$ cat config.mk
export PLATFORM = sky130hd
export DESIGN_NAME = noc_switch_allocator
export DESIGN_NICKNAME = d
export VERILOG_FILES = /design/src/rtl/noc_switch_allocator.sv
export SDC_FILE = /design/constraint.sdc
export NUM_CORES = 1
export LEC_CHECK = 0
export ABC_AREA = 1
export BUFFER_PORTS_ARGS = -buffer_cell sky130_fd_sc_hd__buf_2
export CORE_MARGIN = 3
export CORE_UTILIZATION = 40
export CTS_CLUSTER_SIZE = 14
export DETAILED_ROUTE_END_ITERATION = 10
export REMOVE_ABC_BUFFERS = 1
export SLEW_MARGIN = 20
export SYNTH_ARGS = -nofsm -noshare
export SYNTH_HDL_FRONTEND = slang
export SYNTH_SLANG_ARGS = --single-unit
$ cat constraint.sdc
create_clock -name clk -period 3.73 [get_ports clk]
set_input_delay 0.373 -clock clk [delete_from_list [all_inputs] [get_ports clk]]
set_output_delay 0.373 -clock clk [all_outputs]
set_load 0.01 [all_outputs]
$ cat src/rtl/noc_switch_allocator.sv
`default_nettype none
// ============================================================================
// noc_switch_allocator : wormhole, round-robin output allocator that drives
//                        the port selects of a 5-port NOC crossbar.
// Revision: 1.0
// ============================================================================
module noc_switch_allocator #(
  parameter int                 NPORTS   = 5,
  parameter int                 SEL_W    = 3,
  parameter logic [SEL_W-1:0]   IDLE_SEL = 3'b111
) (
  input  logic                      clk,
  input  logic                      rst_n,
  input  logic [NPORTS-1:0]         req_valid_i,
  input  logic [NPORTS*SEL_W-1:0]   req_dest_i,
  input  logic [NPORTS-1:0]         req_head_i,
  input  logic [NPORTS-1:0]         req_tail_i,
  input  logic [NPORTS-1:0]         out_ready_i,
  output logic [NPORTS-1:0]         req_ready_o,
  output logic [SEL_W-1:0]          N_port_select,
  output logic [SEL_W-1:0]          S_port_select,
  output logic [SEL_W-1:0]          E_port_select,
  output logic [SEL_W-1:0]          W_port_select,
  output logic [SEL_W-1:0]          L_port_select,
  output logic [NPORTS-1:0]         sel_valid_o,
  output logic                      err_o
);

  typedef enum logic {ST_IDLE = 1'b0, ST_LOCKED = 1'b1} state_t;

  state_t             r_state     [NPORTS];
  state_t             w_state_nxt [NPORTS];
  logic [SEL_W-1:0]   r_owner     [NPORTS];
  logic [SEL_W-1:0]   w_owner_nxt [NPORTS];
  logic [SEL_W-1:0]   r_rr        [NPORTS];
  logic [SEL_W-1:0]   w_rr_nxt    [NPORTS];
  logic [SEL_W-1:0]   w_dest      [NPORTS];
  logic [NPORTS-1:0]  w_cand      [NPORTS];
  logic [SEL_W:0]     w_pick      [NPORTS];
  logic [NPORTS-1:0]  w_owned;
  logic [NPORTS-1:0]  w_xfer;
  logic [NPORTS-1:0]  w_tail_own;

  // Returns {found, index}; scanning backwards leaves the first hit after ptr.
  function automatic logic [SEL_W:0] f_rr_pick(input logic [NPORTS-1:0] cand,
                                               input logic [SEL_W-1:0]  ptr);
    logic [SEL_W:0] res;
    int             idx;
    res = {1'b0, IDLE_SEL};
    for (int k = NPORTS; k >= 1; k--) begin
      idx = (int'(ptr) + k) % NPORTS;
      if (cand[idx]) res = {1'b1, SEL_W'(idx)};
    end
    return res;
  endfunction

  always_comb begin
    for (int i = 0; i < NPORTS; i++) w_dest[i] = req_dest_i[SEL_W*i +: SEL_W];
  end

  always_comb begin
    w_owned = '0;
    for (int o = 0; o < NPORTS; o++)
      for (int i = 0; i < NPORTS; i++)
        if (r_state[o] == ST_LOCKED && r_owner[o] == SEL_W'(i)) w_owned[i] = 1'b1;
  end

  always_comb begin
    req_ready_o = '0;
    w_xfer      = '0;
    w_tail_own  = '0;
    for (int o = 0; o < NPORTS; o++)
      for (int i = 0; i < NPORTS; i++)
        if (r_state[o] == ST_LOCKED && r_owner[o] == SEL_W'(i)) begin
          w_tail_own[o] = req_tail_i[i];
          if (req_valid_i[i] && out_ready_i[o] && w_dest[i] == SEL_W'(o)) begin
            req_ready_o[i] = 1'b1;
            w_xfer[o]      = 1'b1;
          end
        end
  end

  always_comb begin
    err_o = 1'b0;
    for (int i = 0; i < NPORTS; i++)
      if (req_valid_i[i] && req_head_i[i] &&
          (w_dest[i] >= SEL_W'(NPORTS) || w_dest[i] == SEL_W'(i)))
        err_o = 1'b1;
  end

  // U-turns and inputs already held by another output never become candidates.
  always_comb begin
    for (int o = 0; o < NPORTS; o++) begin
      for (int i = 0; i < NPORTS; i++)
        w_cand[o][i] = req_valid_i[i] && req_head_i[i] && (w_dest[i] == SEL_W'(o)) &&
                       (i != o) && !w_owned[i];
      w_pick[o] = f_rr_pick(w_cand[o], r_rr[o]);
    end
  end

  always_comb begin
    for (int o = 0; o < NPORTS; o++) begin
      w_state_nxt[o] = r_state[o];
      w_owner_nxt[o] = r_owner[o];
      w_rr_nxt[o]    = r_rr[o];
      case (r_state[o])
        ST_IDLE: begin
          if (w_pick[o][SEL_W]) begin
            w_state_nxt[o] = ST_LOCKED;
            w_owner_nxt[o] = w_pick[o][SEL_W-1:0];
            w_rr_nxt[o]    = w_pick[o][SEL_W-1:0];
          end
        end
        ST_LOCKED: begin
          if (w_xfer[o] && w_tail_own[o]) begin
            w_state_nxt[o] = ST_IDLE;
            w_owner_nxt[o] = IDLE_SEL;
          end
        end
        default: begin
          w_state_nxt[o] = ST_IDLE;
          w_owner_nxt[o] = IDLE_SEL;
        end
      endcase
    end
  end

  always_ff @(posedge clk) begin
    if (!rst_n) begin
      for (int o = 0; o < NPORTS; o++) begin
        r_state[o] <= ST_IDLE;
        r_owner[o] <= IDLE_SEL;
        r_rr[o]    <= SEL_W'(NPORTS - 1);
      end
    end else begin
      for (int o = 0; o < NPORTS; o++) begin
        r_state[o] <= w_state_nxt[o];
        r_owner[o] <= w_owner_nxt[o];
        r_rr[o]    <= w_rr_nxt[o];
      end
    end
  end

  always_comb begin
    for (int o = 0; o < NPORTS; o++) sel_valid_o[o] = (r_state[o] == ST_LOCKED);
  end

  assign N_port_select = r_owner[0];
  assign S_port_select = r_owner[1];
  assign E_port_select = r_owner[2];
  assign W_port_select = r_owner[3];
  assign L_port_select = r_owner[4];

endmodule
`default_nettype wire

==> metrics.cfg <==
[setup_path]
r2r_end=r_owner[0][12]
crit_buf_inv=5
cp-start-kind=flip-flop
worstReg2RegStart=r_rr[0][12]
worstSetupStartpoint=r_rr[0][12]
worstPathArrival_ns=3.65
ff2ff_setup_slack_ns=0.27
slowest_delay_ns=0.34
cp-end-kind=flip-flop
cpMostUsedCell=nand2_1
critPathTopFamily=simple AND/OR/NAND/NOR gates
crit_type=flip-flop to flip-flop
reg2regPathDepth=30
cp.required_ns=3.92
path_max_fanout=4
crit_slowest_cell=dfxtp_2

[timing]
slew_viol_final=0
slew_headroom=0.479
tightest_slew_ns=0.775
period_share=0.928
rsz0062_at_grt=true
finalSetupTns_ns=0
hold-worst-slack_ns=0.470
finalHoldViolations=0
finClkSkew_ns=0.00707
period_needed_ns=3.46
setup_viol=0
fmaxAchievable_mhz=289

[route]
first_iter_violations=813
drt_first_pass_iters=6
wirelength_mm=29.1
vias_per_cell=5.03
wl_per_cell_um=13.3
vias=11000
ant_nets=0
drc=0

[floorplanning]
die-area_um2=26500
die_h_um=163
initial_core_util=0.412
die_width_um=163
core_area_um2=23800
io_pins=63
rows=56

[clocking]
cts.sinks=35
cts_tree=done
cts_root_buffer=clkbuf_16
htreeDepth=2
path_clk_slew_ns=0.06
cts_hold_buf=0
clk_latency_ns=0.29
clk_path_buf_depth=2
numCtsBuffers=5

[grt]
grt_pass1_wl_mm=48.1
grt_pass1_vias=10100
grtUsageTotal=0.216
grt_max_degree=18
antenna_found_initial=1
gr-total-overflow=0

[run_status]
status=completed

[placement]
gp_congestion=0.949
port_buffers=62
dp_hpwl_mm=24.2

[hold_path]
min_from=rst_n
whs_endpoint=r_rr[0][14]
min_path_type=primary input to flip-flop
hold-path-cell-count=2

[cells_and_area]
drive_gt1_frac=0.170
area_growth_pct=12.8
nets=2028
diodes=0

[synth]
syn_inst=1791
yosysWarnings=0
avgSynthCellArea_um2=5.48
synth_cell_types=60
synth_edf_count=0
async_flop_share=0
ys_ff_latch=35
ys_seq_area_frac=0.0714
ys.flop_type=dfxtp_1
synth_area_um2=9820

[run]
maxCapViolCount=0

-- timing repair --
| item | 4_1_cts | 5_1_grt |
|---|---|---|
| setup buffers | 0 | 3 |
| setup endpoints to repair | 0 | 34 |
| resized for setup | 0 | 71 |
-- cells in the final DEF, fill, tap and decap left out, types with 5 or more instances in the layout --
cell type,netlist,routed
a21oi_1,54,53
a21oi_2,4,5
buf_2,8,62
buf_4,3,33
clkbuf_16,0,5
dfxtp_1,35,25
dfxtp_2,0,7
ha_1,121,109
ha_2,0,9
inv_1,273,269
inv_2,34,39
nand2_1,568,554
nand2_2,48,59
nand2_4,7,10
nand3_1,190,184
nand3_2,14,19
nand3b_1,10,10
nand4_1,35,35
nor2_1,130,127
nor2_2,13,16
nor3_1,27,27
nor4_1,10,10
o211ai_1,6,6
o21ai_0,59,57
o21ai_1,31,30
o21ai_2,11,14
or2_2,7,6
xnor2_1,6,6
xor2_1,20,16
xor2_2,4,7
-- layer usage --
metal | track usage | routed length, µm | vias to the layer above
met1 | 0.296 | 14100 | 4874
met2 | 0.363 | 13000 | 240
li1 | - | - | 5863
met5 | 0 | 20 | -
met4 | 0.0507 | 716 | 2
met3 | 0.0237 | 1310 | 46
-- how the worst max path moves through the flow --
stage                      to  slack [ns]  cells after the start
2_1_floorplan   r_owner[0][2]       -0.13                     26
3_3_place_gp   r_owner[0][11]        0.23                     26
3_5_place_dp   r_owner[0][12]        0.12                     28
4_1_cts        r_owner[0][11]         0.1                     26
5_1_grt        r_owner[0][12]       -0.09                     28
6_report       r_owner[0][12]        0.27                     30
-- metrics by stage --
step                worst slack [ns]  area, µm²  utilization  instances
floorplan                     -0.127       9690            -       1768
global placement               0.230      10600        0.446       2179
detailed placement             0.116      10600        0.446       2179
CTS                           0.0968      10800        0.454       2187
global route                 -0.0861      11100        0.465       2190
finish                         0.268      11100        0.465       2190
-- registers in the layout (all words and copies together) (netlist names) --
signal,cells
r_rr,15
r_state,5
r_owner,15
-- Yosys cell counts, types with 11 or more instances --
cell,n,area (µm²)
a21oi_1,54,270
dfxtp_1,35,701
ha_1,121,1510
inv_1,273,1020
inv_2,34,128
nand2_1,568,2130
nand2_2,48,300
nand3_1,190,951
nand3_2,14,140
nand4_1,35,219
nor2_1,130,488
nor2_2,13,81.3
nor3_1,27,135
o21ai_0,59,295
o21ai_1,31,155
o21ai_2,11,96.3
xor2_1,20,175
-- layout make-up --
| cell class | count | area, µm² |
|---|---|---|
| multi-input cells | 1419 | 8020 |
| inverters | 314 | 1190 |
| fillers | 2579 | 12700 |
| clock inverters | 3 | 67.6 |
| flip-flops and latches | 35 | 721 |
| repair buffers | 95 | 558 |
| clock buffers | 5 | 125 |
| well taps | 319 | 399 |
-- cell families after synthesis --
| group | count (synthesis) | synth area share |
|---|---|---|
| AO/OA/AOI/OAI | 191 | 0.114 |
| XOR/XNOR | 31 | 0.0321 |
| adder cells (fa/ha/maj) | 121 | 0.154 |
| buffers and inverters | 337 | 0.134 |
| flip-flops | 35 | 0.0714 |
| AND/OR/NAND/NOR | 1076 | 0.495 |
Power is left out: the tool's default activity adds up to more than one toggle a clock period on the data nets, which glitch-free logic cannot reach.
